`src/rtl/serial_adder_ctrl.sv`:
```
// Bit-serial adder controller: streams operands LSB-first through an external 1-bit full adder.
// Define SERIAL_ADDER_SUB_EN to add the op_sub port (A - B via ~B and forced carry-in of 1).
module serial_adder_ctrl #(
  parameter int unsigned WIDTH = 8
) (
  input  logic             clk,
  input  logic             rst_n,
  input  logic             in_valid,
  output logic             in_ready,
  input  logic [WIDTH-1:0] op_a,
  input  logic [WIDTH-1:0] op_b,
  input  logic             op_cin,
`ifdef SERIAL_ADDER_SUB_EN
  input  logic             op_sub,
`endif
  output logic             fa_a,
  output logic             fa_b,
  output logic             fa_cin,
  input  logic             fa_s,
  input  logic             fa_cout,
  output logic             out_valid,
  input  logic             out_ready,
  output logic [WIDTH-1:0] sum,
  output logic             cout
);

  localparam int unsigned CntW = (WIDTH > 1) ? $clog2(WIDTH) : 1;
  localparam logic [CntW-1:0] CntLast = CntW'(WIDTH - 1);

  typedef enum logic [1:0] {StIdle, StShift, StDone} state_e;

  state_e            state_q, state_d;
  logic [WIDTH-1:0]  a_sh_q, a_sh_d;
  logic [WIDTH-1:0]  b_sh_q, b_sh_d;
  logic [WIDTH-1:0]  res_q, res_d;
  logic [WIDTH-1:0]  sum_q, sum_d;
  logic [CntW-1:0]   cnt_q, cnt_d;
  logic              carry_q, carry_d;
  logic              cout_q, cout_d;
  logic              in_ready_q, in_ready_d;
  logic              out_valid_q, out_valid_d;
  logic              shift_q, shift_d;
  logic              sub_sel;

`ifdef SERIAL_ADDER_SUB_EN
  assign sub_sel = op_sub;
`else
  assign sub_sel = 1'b0;
`endif

  always_comb begin
    state_d     = state_q;
    a_sh_d      = a_sh_q;
    b_sh_d      = b_sh_q;
    res_d       = res_q;
    sum_d       = sum_q;
    cnt_d       = cnt_q;
    carry_d     = carry_q;
    cout_d      = cout_q;
    in_ready_d  = in_ready_q;
    out_valid_d = out_valid_q;
    shift_d     = shift_q;

    unique case (state_q)
      StIdle: begin
        if (in_valid) begin
          state_d    = StShift;
          a_sh_d     = op_a;
          b_sh_d     = sub_sel ? ~op_b : op_b;
          carry_d    = sub_sel ? 1'b1 : op_cin;
          cnt_d      = '0;
          in_ready_d = 1'b0;
          shift_d    = 1'b1;
        end
      end

      StShift: begin
        // Sum bits enter at the MSB so bit 0 ends up at sum[0] after WIDTH shifts.
        res_d            = res_q >> 1;
        res_d[WIDTH-1]   = fa_s;
        a_sh_d           = a_sh_q >> 1;
        b_sh_d           = b_sh_q >> 1;
        carry_d          = fa_cout;
        cnt_d            = cnt_q + CntW'(1);
        if (cnt_q == CntLast) begin
          state_d     = StDone;
          cnt_d       = '0;
          sum_d       = res_d;
          cout_d      = fa_cout;
          out_valid_d = 1'b1;
          shift_d     = 1'b0;
        end
      end

      StDone: begin
        if (out_ready) begin
          state_d     = StIdle;
          out_valid_d = 1'b0;
          in_ready_d  = 1'b1;
        end
      end

      default: begin
        state_d     = StIdle;
        in_ready_d  = 1'b1;
        out_valid_d = 1'b0;
        shift_d     = 1'b0;
      end
    endcase
  end

  always_ff @(posedge clk or negedge rst_n) begin
    if (!rst_n) begin
      state_q     <= StIdle;
      a_sh_q      <= '0;
      b_sh_q      <= '0;
      res_q       <= '0;
      sum_q       <= '0;
      cnt_q       <= '0;
      carry_q     <= 1'b0;
      cout_q      <= 1'b0;
      in_ready_q  <= 1'b1;
      out_valid_q <= 1'b0;
      shift_q     <= 1'b0;
    end else begin
      state_q     <= state_d;
      a_sh_q      <= a_sh_d;
      b_sh_q      <= b_sh_d;
      res_q       <= res_d;
      sum_q       <= sum_d;
      cnt_q       <= cnt_d;
      carry_q     <= carry_d;
      cout_q      <= cout_d;
      in_ready_q  <= in_ready_d;
      out_valid_q <= out_valid_d;
      shift_q     <= shift_d;
    end
  end

  // Full-adder drive is gated so the adder sees zeros whenever no bit is in flight.
  assign fa_a      = shift_q & a_sh_q[0];
  assign fa_b      = shift_q & b_sh_q[0];
  assign fa_cin    = shift_q & carry_q;
  assign in_ready  = in_ready_q;
  assign out_valid = out_valid_q;
  assign sum       = sum_q;
  assign cout      = cout_q;

endmodule
```
`config.mk`:
```
export PLATFORM = sky130hd
export DESIGN_NAME = serial_adder_ctrl
export DESIGN_NICKNAME = d
export VERILOG_FILES = /design/src/rtl/serial_adder_ctrl.sv
export SDC_FILE = /design/constraint.sdc
export NUM_CORES = 1
export LEC_CHECK = 0
export ABC_AREA = 1
export CAP_MARGIN = 20
export CORE_MARGIN = 5
export CORE_UTILIZATION = 40
export CTS_CLUSTER_DIAMETER = 120
export DETAILED_ROUTE_END_ITERATION = 12
export GPL_TIMING_DRIVEN = 1
export PLACE_DENSITY = 0.62
export SYNTH_ARGS = -nofsm -noshare
export SYNTH_HDL_FRONTEND = slang
export SYNTH_SLANG_ARGS = --single-unit
export TNS_END_PERCENT = 20
```
`constraint.sdc`:
```
create_clock -name clk -period 2.1 [get_ports clk]
set_input_delay 0.42 -clock clk [delete_from_list [all_inputs] [get_ports clk]]
set_output_delay 0.42 -clock clk [all_outputs]
set_load 0.05 [all_outputs]
```
==> impl_results.md, run 1 <==
- Outcome: finished, final reports clean
- DP Area: 2220 µm²
- CTS Buf Count: 5
- Die Height: 77.9 µm
- Core area: 4410 µm²
- Post-Syn Area: 1850 µm²
- Post-route setup TNS: 0 ps
- Crit path max-delay family: buffers and inverters
- Unrepaired setup endpoints after global routing: no
- Tcrit/Tclk final: 0.964
- Clk sinks: 41
- Layout area overhead: 24.8%
- Clock Path Buffers: 2
- Row count: 24
- Final Max Tran Viols: 0
- Insertion delay to the later sink of the worst-skew pair: 280 ps
- Root buffer cell: clkbuf_8
- Max_cap viols: 0
- Pin count of the biggest net entering global routing: 32
- Crit path time final: 2020 ps
- Post-synthesis sequential area ratio: 0.556
- Starting density of the core: 0.418
- Seq. cell area: 1030 µm²
- Fill cells: 425
- Pwr dens: 1480 nW/µm²
- Final nets: ~270
- Setup-failing EPs final: 0
- Worst-Margin Slew: between 400 and 500 ps
- Yosys top cell by area: dfrtp_1
- 1st-pass router iterations: 4
- CTS clk-pin slew, worst paths: 80 ps
- Static Leak: 1.14 nW
- Detailed-route via count: 1474
- Share of cells above drive strength 1: 0.102
- Slew HR: 0.667
- Footprint of the multi-input gates: between 600 and 700 µm²
- Worst Setup Start Kind: register
- Placer Congestion: 0.706
- WS Path Type: register to output port
- Vias/cell: 4.96
- TritonCTS clock tree: done
- Max stage delay cell, worst path: clkdlybuf4s50_1
- Area share of the largest cell type after synthesis: 0.542
- # IOs: 37
- Post-route design area: 2300 µm²
- Max Fclk: 494 MHz
- First-pass GRT wire length: 6760 µm
- Vias in the first global route: 1434
- Postcts setup bufs: 0
- WP buf/inv: 2
- Final ANT Viol Nets: 0
- WL/cell: 13.0 µm
- Final hold violations: 0
- Crit path cell chain: nand2_1 -> inv_1 -> clkdlybuf4s50_1
- Grt ovf: 0
- Yosys Warn Count: 0
- Crit-path max FO: 4
- Critical path required time: roughly 1700 ps
- Nature of the critical path endpoint: output port
- Syn Nets: about 230
- Avg Inst Size Synth: 8.92 µm²
- Syn Inst Count: between 200 and 250
- Area contributors post-synth: dfrtp_1 54%, nand2_1 12%, nand3_1 12%
- H-Tree Level Count: 2
- Total Routing Usage GR: 0.136
- Largest stage delay, worst path: 790 ps
- 1st-iter DRT viols: 198
- ANT cells: 0
- Clock skew: 6.43 ps
- Unique masters post-synth: 18
- Die width: slightly below 80 µm
- #FFs+latches synth: 41
- Initial antenna violation count: 0
- Hold_buf cts: 0
- DRC viols: 0
- HP Class: input port to async pin
- Resized cells post-CTS: 0
- Final HPWL DP: 2770 µm
- Crit path DAT: 1600 ps
- Peak VDD IR: approximately 0.74 mV
- Total die area: 6080 µm²
- Final wirelength: slightly below 4000 µm
- PortBufs: 36
[cells in the mapped netlist]
cell      count
buf_6         3
clkbuf_1      3
inv_1        17
nor2_1        2
nand3_1      43
nor2_4        1
buf_4         3
nand2_4       1
dfrtp_1      40
nand2_1      58
inv_2         2
o21ai_2       6
dfstp_2       1
o21ai_0      11
o31ai_1       1
ha_1          2
nand4_1      10
buf_2         3
[where the power goes]
part / internal [mW] / leakage (nW) / switching [mW] / total [mW]
clock network: 0.236 / 0.0395 / 0.246 / 0.482
registers: 1.13 / 0.518 / 0.199 / 1.33
logic: 0.542 / 0.581 / 1.06 / 1.60
total: 1.91 / 1.14 / 1.50 / 3.42
[layer usage]
metal	vias to the layer above	routed length (µm)	share of wire	global-route usage
met5	-	0	0	0
met1	693	1960	0.51	0.203
li1	750	-	-	-
met3	2	139	0.036	0.0336
met4	0	29	0.0075	0.0355
met2	29	1720	0.45	0.196
[worst paths after layout]
| path | slack [ps] | start | cells past startpoint | to |
|---|---|---|---|---|
| worst min-delay path | 20 | rst_n | 1 | sum[2] |
| worst max register to register | 580 | state_q[1] | 5 | carry_q |
| min in group clk | 460 | in_ready | 2 | in_ready |
| worst max-delay path | 80 | shift_q | 3 | fa_a |
| max in group asynchronous | 1510 | rst_n | 2 | in_ready |
| worst min register to register | 460 | in_ready | 2 | in_ready |
[metrics by stage]
step,hold slack [ps],utilization,setup slack (ps),power [mW],std cells
after global placement,330,0.504,430,2.95,289
final,18.5,0.522,75.7,3.42,297
after floorplan,124,-,811,2.53,207
after global routing,37.5,0.522,2.52,3.69,297
after CTS,21.3,0.522,69.6,3.46,297
after detailed placement,332,0.504,386,2.97,289
[final cells by class]
class | instances | share of cell area
Multi-Input combinational cell | 135 | 0.289
Clock buffer | 8 | 0.0347
Sequential cell | 41 | 0.446
Tap cell | 52 | 0.0282
Timing Repair Buffer | 42 | 0.172
Inverter | 19 | 0.0309
[sequential cells by signal (all words and copies together) (netlist names), 2 cells and up]
register / cells
a_sh_q: 8
b_sh_q: 8
cnt_q: 3
res_q: 7
state_q: 2
sum: 8
[cell usage in the layout (no fill, tap or decap)]
cell and count:
nand2_1 58, nand3_1 43, dfrtp_1 40, clkdlybuf4s50_1 33, inv_1 17, o21ai_0 11
nand4_1 10, buf_4 8, o21ai_2 6, clkbuf_8 5, clkbuf_1 3, inv_2 2
nor2_1 2, ha_1 2, nor2_4 1, nand2_4 1, o31ai_1 1, dfstp_2 1
buf_2 1
[cell families after synthesis]
family                   after synthesis  synth area share
flip-flops                            41             0.556
buffers and inverters                 31            0.0833
adder cells (fa/ha/maj)                2            0.0135
AO/OA/AOI/OAI                         18            0.0623
AND/OR/NAND/NOR                      115             0.285
Power figures use the tool's default switching activity.
==> inputs of run 2 (changes only) <==
--- a/config.mk
+++ b/config.mk
@@ -13,6 +13,7 @@
 export DETAILED_ROUTE_END_ITERATION = 12
 export GPL_TIMING_DRIVEN = 1
 export PLACE_DENSITY = 0.62
+export SKIP_LAST_GASP = 1
 export SYNTH_ARGS = -nofsm -noshare
 export SYNTH_HDL_FRONTEND = slang
 export SYNTH_SLANG_ARGS = --single-unit
==> results of run 2 <==
Same layout as run 1: the final DEF is identical, and so are final timing and power.
